`src/rtl/gpio_in_cond.sv`:
```
// GPIO input conditioning: two-flop synchronizer, edge detect and sticky edge-pending interrupt flags.
// Optional per-bit debounce filter is built when GPIO_IN_COND_DEBOUNCE_EN is defined.
module gpio_in_cond #(
    parameter int WIDTH       = 64,
    parameter int DEB_DIV     = 1000,
    parameter int DEB_SAMPLES = 4
) (
    input  logic             clk,
    input  logic             rst_n,
    input  logic [WIDTH-1:0] i_gpio,
    input  logic [WIDTH-1:0] i_rise_en,
    input  logic [WIDTH-1:0] i_fall_en,
    input  logic [WIDTH-1:0] i_clr,
    output logic [WIDTH-1:0] o_gpio,
    output logic [WIDTH-1:0] o_rise,
    output logic [WIDTH-1:0] o_fall,
    output logic [WIDTH-1:0] o_irq_pend,
    output logic             o_irq
);

    logic [WIDTH-1:0] sync1_r;
    logic [WIDTH-1:0] sync2_r;
    logic [WIDTH-1:0] gpio_q_r;
    logic [WIDTH-1:0] pend_r;
    logic [WIDTH-1:0] set_s;

    // Reject debounce settings outside the supported range at elaboration
    if ((DEB_DIV < 2) || (DEB_DIV > 65535) || (DEB_SAMPLES < 2) || (DEB_SAMPLES > 8)) begin : g_bad_cfg
        $error("gpio_in_cond: DEB_DIV or DEB_SAMPLES out of range");
    end

    // Two-flop synchronizer for the asynchronous pad inputs
    always_ff @(posedge clk or negedge rst_n) begin
        if (!rst_n) begin
            sync1_r <= {WIDTH{1'b0}};
            sync2_r <= {WIDTH{1'b0}};
        end else begin
            sync1_r <= i_gpio;
            sync2_r <= sync1_r;
        end
    end

`ifdef GPIO_IN_COND_DEBOUNCE_EN
    logic [15:0]            cnt_r;
    logic                   tick_s;
    logic [DEB_SAMPLES-1:0] hist_r [WIDTH];

    assign tick_s = (cnt_r == 16'(DEB_DIV - 1));

    // Shared sample-tick prescaler
    always_ff @(posedge clk or negedge rst_n) begin
        if (!rst_n) begin
            cnt_r <= 16'd0;
        end else if (tick_s) begin
            cnt_r <= 16'd0;
        end else begin
            cnt_r <= cnt_r + 16'd1;
        end
    end

    // Per-bit sample history; level accepted only when every sample agrees
    always_ff @(posedge clk or negedge rst_n) begin
        if (!rst_n) begin
            for (int i = 0; i < WIDTH; i++) begin
                hist_r[i] <= {DEB_SAMPLES{1'b0}};
            end
            o_gpio <= {WIDTH{1'b0}};
        end else begin
            for (int i = 0; i < WIDTH; i++) begin
                if (tick_s) begin
                    hist_r[i] <= {hist_r[i][DEB_SAMPLES-2:0], sync2_r[i]};
                end else begin
                    hist_r[i] <= hist_r[i];
                end
                if (&hist_r[i]) begin
                    o_gpio[i] <= 1'b1;
                end else if (~|hist_r[i]) begin
                    o_gpio[i] <= 1'b0;
                end else begin
                    o_gpio[i] <= o_gpio[i];
                end
            end
        end
    end
`else
    // Without the filter the conditioned level simply follows the synchronizer
    always_ff @(posedge clk or negedge rst_n) begin
        if (!rst_n) begin
            o_gpio <= {WIDTH{1'b0}};
        end else begin
            o_gpio <= sync2_r;
        end
    end
`endif

    assign o_rise = o_gpio & ~gpio_q_r;
    assign o_fall = gpio_q_r & ~o_gpio;
    assign set_s  = (o_rise & i_rise_en) | (o_fall & i_fall_en);

    // Delayed level for edge detection and sticky pending flags (set beats clear)
    always_ff @(posedge clk or negedge rst_n) begin
        if (!rst_n) begin
            gpio_q_r <= {WIDTH{1'b0}};
            pend_r   <= {WIDTH{1'b0}};
        end else begin
            gpio_q_r <= o_gpio;
            pend_r   <= (pend_r & ~i_clr) | set_s;
        end
    end

    assign o_irq_pend = pend_r;
    assign o_irq      = |pend_r;

endmodule

```
`config.mk`:
```
export PLATFORM = sky130hd
export DESIGN_NAME = gpio_in_cond
export DESIGN_NICKNAME = d
export VERILOG_FILES = /design/src/rtl/gpio_in_cond.sv
export SDC_FILE = /design/constraint.sdc
export NUM_CORES = 1
export LEC_CHECK = 0
export ABC_AREA = 0
export CORE_AREA = 2 2 198 200
export DETAILED_ROUTE_END_ITERATION = 10
export DIE_AREA = 0 0 200 202
export DONT_BUFFER_PORTS = 1
export PLACE_DENSITY = 0.38
export SYNTH_ARGS = -nofsm -noshare
export SYNTH_HDL_FRONTEND = slang
export SYNTH_SLANG_ARGS = --single-unit
```
`constraint.sdc`:
```
create_clock -name clk -period 1.6 [get_ports clk]
set_input_delay 0.4 -clock clk [delete_from_list [all_inputs] [get_ports clk]]
set_output_delay 0.4 -clock clk [all_outputs]
set_load 0.05 [all_outputs]
```
# After elaboration in Yosys (flattened, before gate mapping)
# Cells that the tools add are included.
[word_totals]
reg_bits = 320
out_inout_bits = 257
word_cells = 16
[classes]
n_bitwise = 10
reduce_logical = 1
[ops]
columns = ["operator", "count"]
rows = [
  ["64-bit AND", 5],
  ["64-bit inverter", 3],
  ["64-bit OR", 2],
  ["64-bit OR reduction", 1],
]

# Longest topological paths before layout
[logic_depth]
word_depth = 5
ltp_mapped = 3
mapped_depth_nobuf = 3

# Worst setup path after synthesis
# OpenSTA, ideal clock, no wires.
[synth_path]
path_kind = "register -> output"
from = "reg pend_r[61] (netlist: o_irq_pend[61])"
to = "out o_irq"
arrival_ns = 1.754
path_slack_ns = -0.554
path_stages_with_launch = 4
path_buffers = 0
path_cell_list = "dfrtp_1 -> nor4_1 -> nand4_1 -> or4_1"
[synth_via]
elab_chain_cells = 1
[synth_lines]
columns = ["item", "line", "source"]
rows = [
  ["start: declaration", "24", "logic [WIDTH-1:0] pend_r;"],
  ["start signal: assignment", "104", "pend_r <= {WIDTH{1'b0}};"],
  ["start signal: assignment", "107", "pend_r <= (pend_r & ~i_clr) | set_s;"],
  ["64-bit OR reduction", "112", "assign o_irq = |pend_r;"],
  ["end: declaration", "18", "output logic o_irq"],
]
# No other way between the ends.

# Worst setup path in the final report
[layout_path]
from = "reg pend_r[62] (netlist: o_irq_pend[62])"
to = "out o_irq"
# Same word-level chain as after synthesis.

==> impl_metrics.ini <==
[sta]
maxSlewViolCount = 0
hold_viol = 320
timing.final.setup_violations = 172
fmaxAchievable_mhz = 372
fin_skew_ps = 11.0
layout_setup_ws_ps = -1090
worst_pin_slew_ps = 690
whs_ps = -418
rsz0062_at_grt = yes
fin_crit_sh_pct = 168
finalCriticalPeriod_ps = 2690
slew_headroom_pct = 54.0
fin_tns_setup_ps = -14170

[floorplan]
dieArea_um2 = 40400
initial_core_util_pct = 26.1
die_h_um = 202
die_x_um = 200
core_area_um2 = 38300
io_pins = 515
row_count = 72

[finish]
fin_util_pct = 45.7
drive_above_1_share_pct = 47.9
synthToLayoutAreaGrowth_pct = 75.0
fin_nets = 1359
final_area_um2 = 17500
antenna-diode-count = 0

[logic_synthesis]
ys_top_cells_by_count = dfrtp_1 (320), nor2b_1 (128), a22oi_1 (64), inv_1 (64), o21ai_0 (64)
synth_seq_cells = 320
synth_top_area_share_pct = 80.2
synth_most_common_cell = dfrtp_1
syn_area_um2 = 9990
async_flop_share_pct = 100
synth.avg_cell_area_um2 = 15.1
ys_warn_count = 0
syn_inst = 661
synth_edf_count = 0
synth_top_flop_cell = dfrtp_1
synth.distinct_cells = 9
ys_seq_area_share_pct = 80.2
syn_nets = 919
synth.largest_area_cell = dfrtp_1
netlist_top_cells_area = dfrtp_1 (80%), nor2b_1 (8.0%), a22oi_1 (4.8%), o21ai_0 (3.2%), inv_1 (2.4%)

[route]
viasPerCell = 4.21
via_count = 6946
final_antenna_net_count = 0
drtIter0Drc = 217
drc = 0
wl_um = 30300
drt-wirelength-per-cell_um = 18.4
drtPass1Iterations = 4

[critical_path]
setup.worst_path.start_class = register
cp.depth = 5
cp_cell_sequence = nor4_2, buf_4, nand4_1, buf_4, or4_4
cpMaxStageDelayCell = or4_4
slowest_delay_ps = 650
cp_num_buf_inv = 2
cp_top_family = simple AND/OR/NAND/NOR gates
rr_worst_depth = 3
cp.required_ps = 1200
path_max_fanout = 2
crit_top_cell = buf_4
endpoint_kind = primary output
setup.worst_path.class = register to primary output
critPathArrivalTime_ps = 2290

[clock_network]
cts_sinks = 320
clkSlewWorstSetupHoldPaths_ps = 60
clkLatencyLatePin_ps = 530
clock_path_buffers = 3
htree_levels = 2
numCtsBuffers = 38
cts-root-buf = clkbuf_16
cts_tree = done

[place]
hpwl_um = 21200
gp_congestion = 0.822
port_buffers = 0
placed_area_um2 = 13300

[hold_path]
min_path_type = primary input to asynchronous set/reset pin

[grt]
antenna_found_initial = 0
grt_max_degree = 321
grt_overflow = 0
grt_pass1_wl_um = 45300
grt_usage_pct = 14.7
grt_pass1_vias = 7921

[pwr]
ir_worst_vdd_uv = 721
leakagePower_uw = 0.00794
power_density_nw_per_um2 = 1260

[run_status]
status = finished, violations left
violations = hold timing, setup timing

[run]
maxCapViolCount = 0
[layout make-up]
cell class	instances	area, um^2
repair buffers	400	4470
inverters	64	240
flip-flops and latches	320	8100
multi-input cells	277	2640
clock buffers	58	1200
well taps	518	648
fillers	3369	20800
clock inverters	11	183
[registers in the layout, summed over array words and instances, names as in the netlist]
signal and count:
gpio_q_r 64, sync1_r 64, sync2_r 64, o_gpio 64
o_irq_pend 64
[logic make-up after synthesis]
| group | count (synthesis) | synth area share [%] |
|---|---|---|
| DFF | 320 | 80.2 |
| buffers and inverters | 64 | 2.41 |
| and+or+nand+nor | 149 | 9.41 |
| AOI/OAI and AO/OA | 128 | 8.02 |
[placed cells by master (no fill, tap or decap)]
cell	instances
nor2b_2	18
nor4_1	12
buf_8	42
nor2b_4	110
bufinv_16	5
a22oi_1	64
buf_12	38
clkinv_2	5
buf_6	94
clkinvlp_4	1
nor4_2	3
clkbuf_1	6
o21ai_0	64
clkbuf_8	11
nor4_4	1
dlygate4sd3_1	129
or4_4	1
dfrtp_1	246
nand4_1	4
inv_1	64
buf_4	97
dfrtp_2	74
clkbuf_16	41
[routing by layer]
metal  track usage [%]  vias to the layer above  part of all wire, %  wire, um
met1              16.8                     3482                   37     11300
li1                  -                     3094                    -         -
met5                 0                        -                    0         0
met4              6.01                        0                  2.8       846
met2              25.9                      316                   53     16100
met3              3.69                       54                  6.7      2030
[power breakdown]
| part | internal (uW) | total (uW) | switching (uW) | leakage [uW] |
|---|---|---|---|---|
| clock | 5970 | 9280 | 3310 | 0.000682 |
| combinational | 1440 | 3700 | 2260 | 0.00357 |
| sequential | 8630 | 9010 | 376 | 0.00369 |
| total | 16000 | 22000 | 5950 | 0.00794 |
[worst reg2reg max path: stages, from the launching register on]
cell and delay (ps):
dfrtp_1 420, nor2b_4 390, a22oi_1 150, o21ai_0 170
[stage by stage]
stage,hold slack (ps),setup WS (ps),power (uW),instances
floorplan,104,-347,11100,661
global placement,115,-639,12100,1392
detailed placement,114,-654,12100,1392
CTS,-470,-1180,22200,1618
global route,-463,-1220,22900,1648
finish,-418,-1090,22000,1648
[worst paths after layout]
| path | from | to | slack [ps] |
|---|---|---|---|
| max in group asynchronous | rst_n | o_gpio[32] | 1400 |
| setup reg to reg | o_gpio[26] | o_irq_pend[26] | 350 |
| min in group clk | i_rise_en[36] | o_irq_pend[36] | 30 |
| hold / removal | rst_n | gpio_q_r[2] | -420 |
| hold reg to reg | sync1_r[47] | sync2_r[47] | 340 |
| setup / recovery | o_irq_pend[62] | o_irq | -1090 |
[timing repair]
item / CTS / global route
resized for setup: 180 / 117
pin swaps: 3 / 1
buffers inserted: 29 / 29
hold endpoints to repair: 441 / 321
hold buffers: 128 / 1
endpoints found under the setup margin: 169 / 181
No activity file was read; power rests on OpenSTA's default activity.
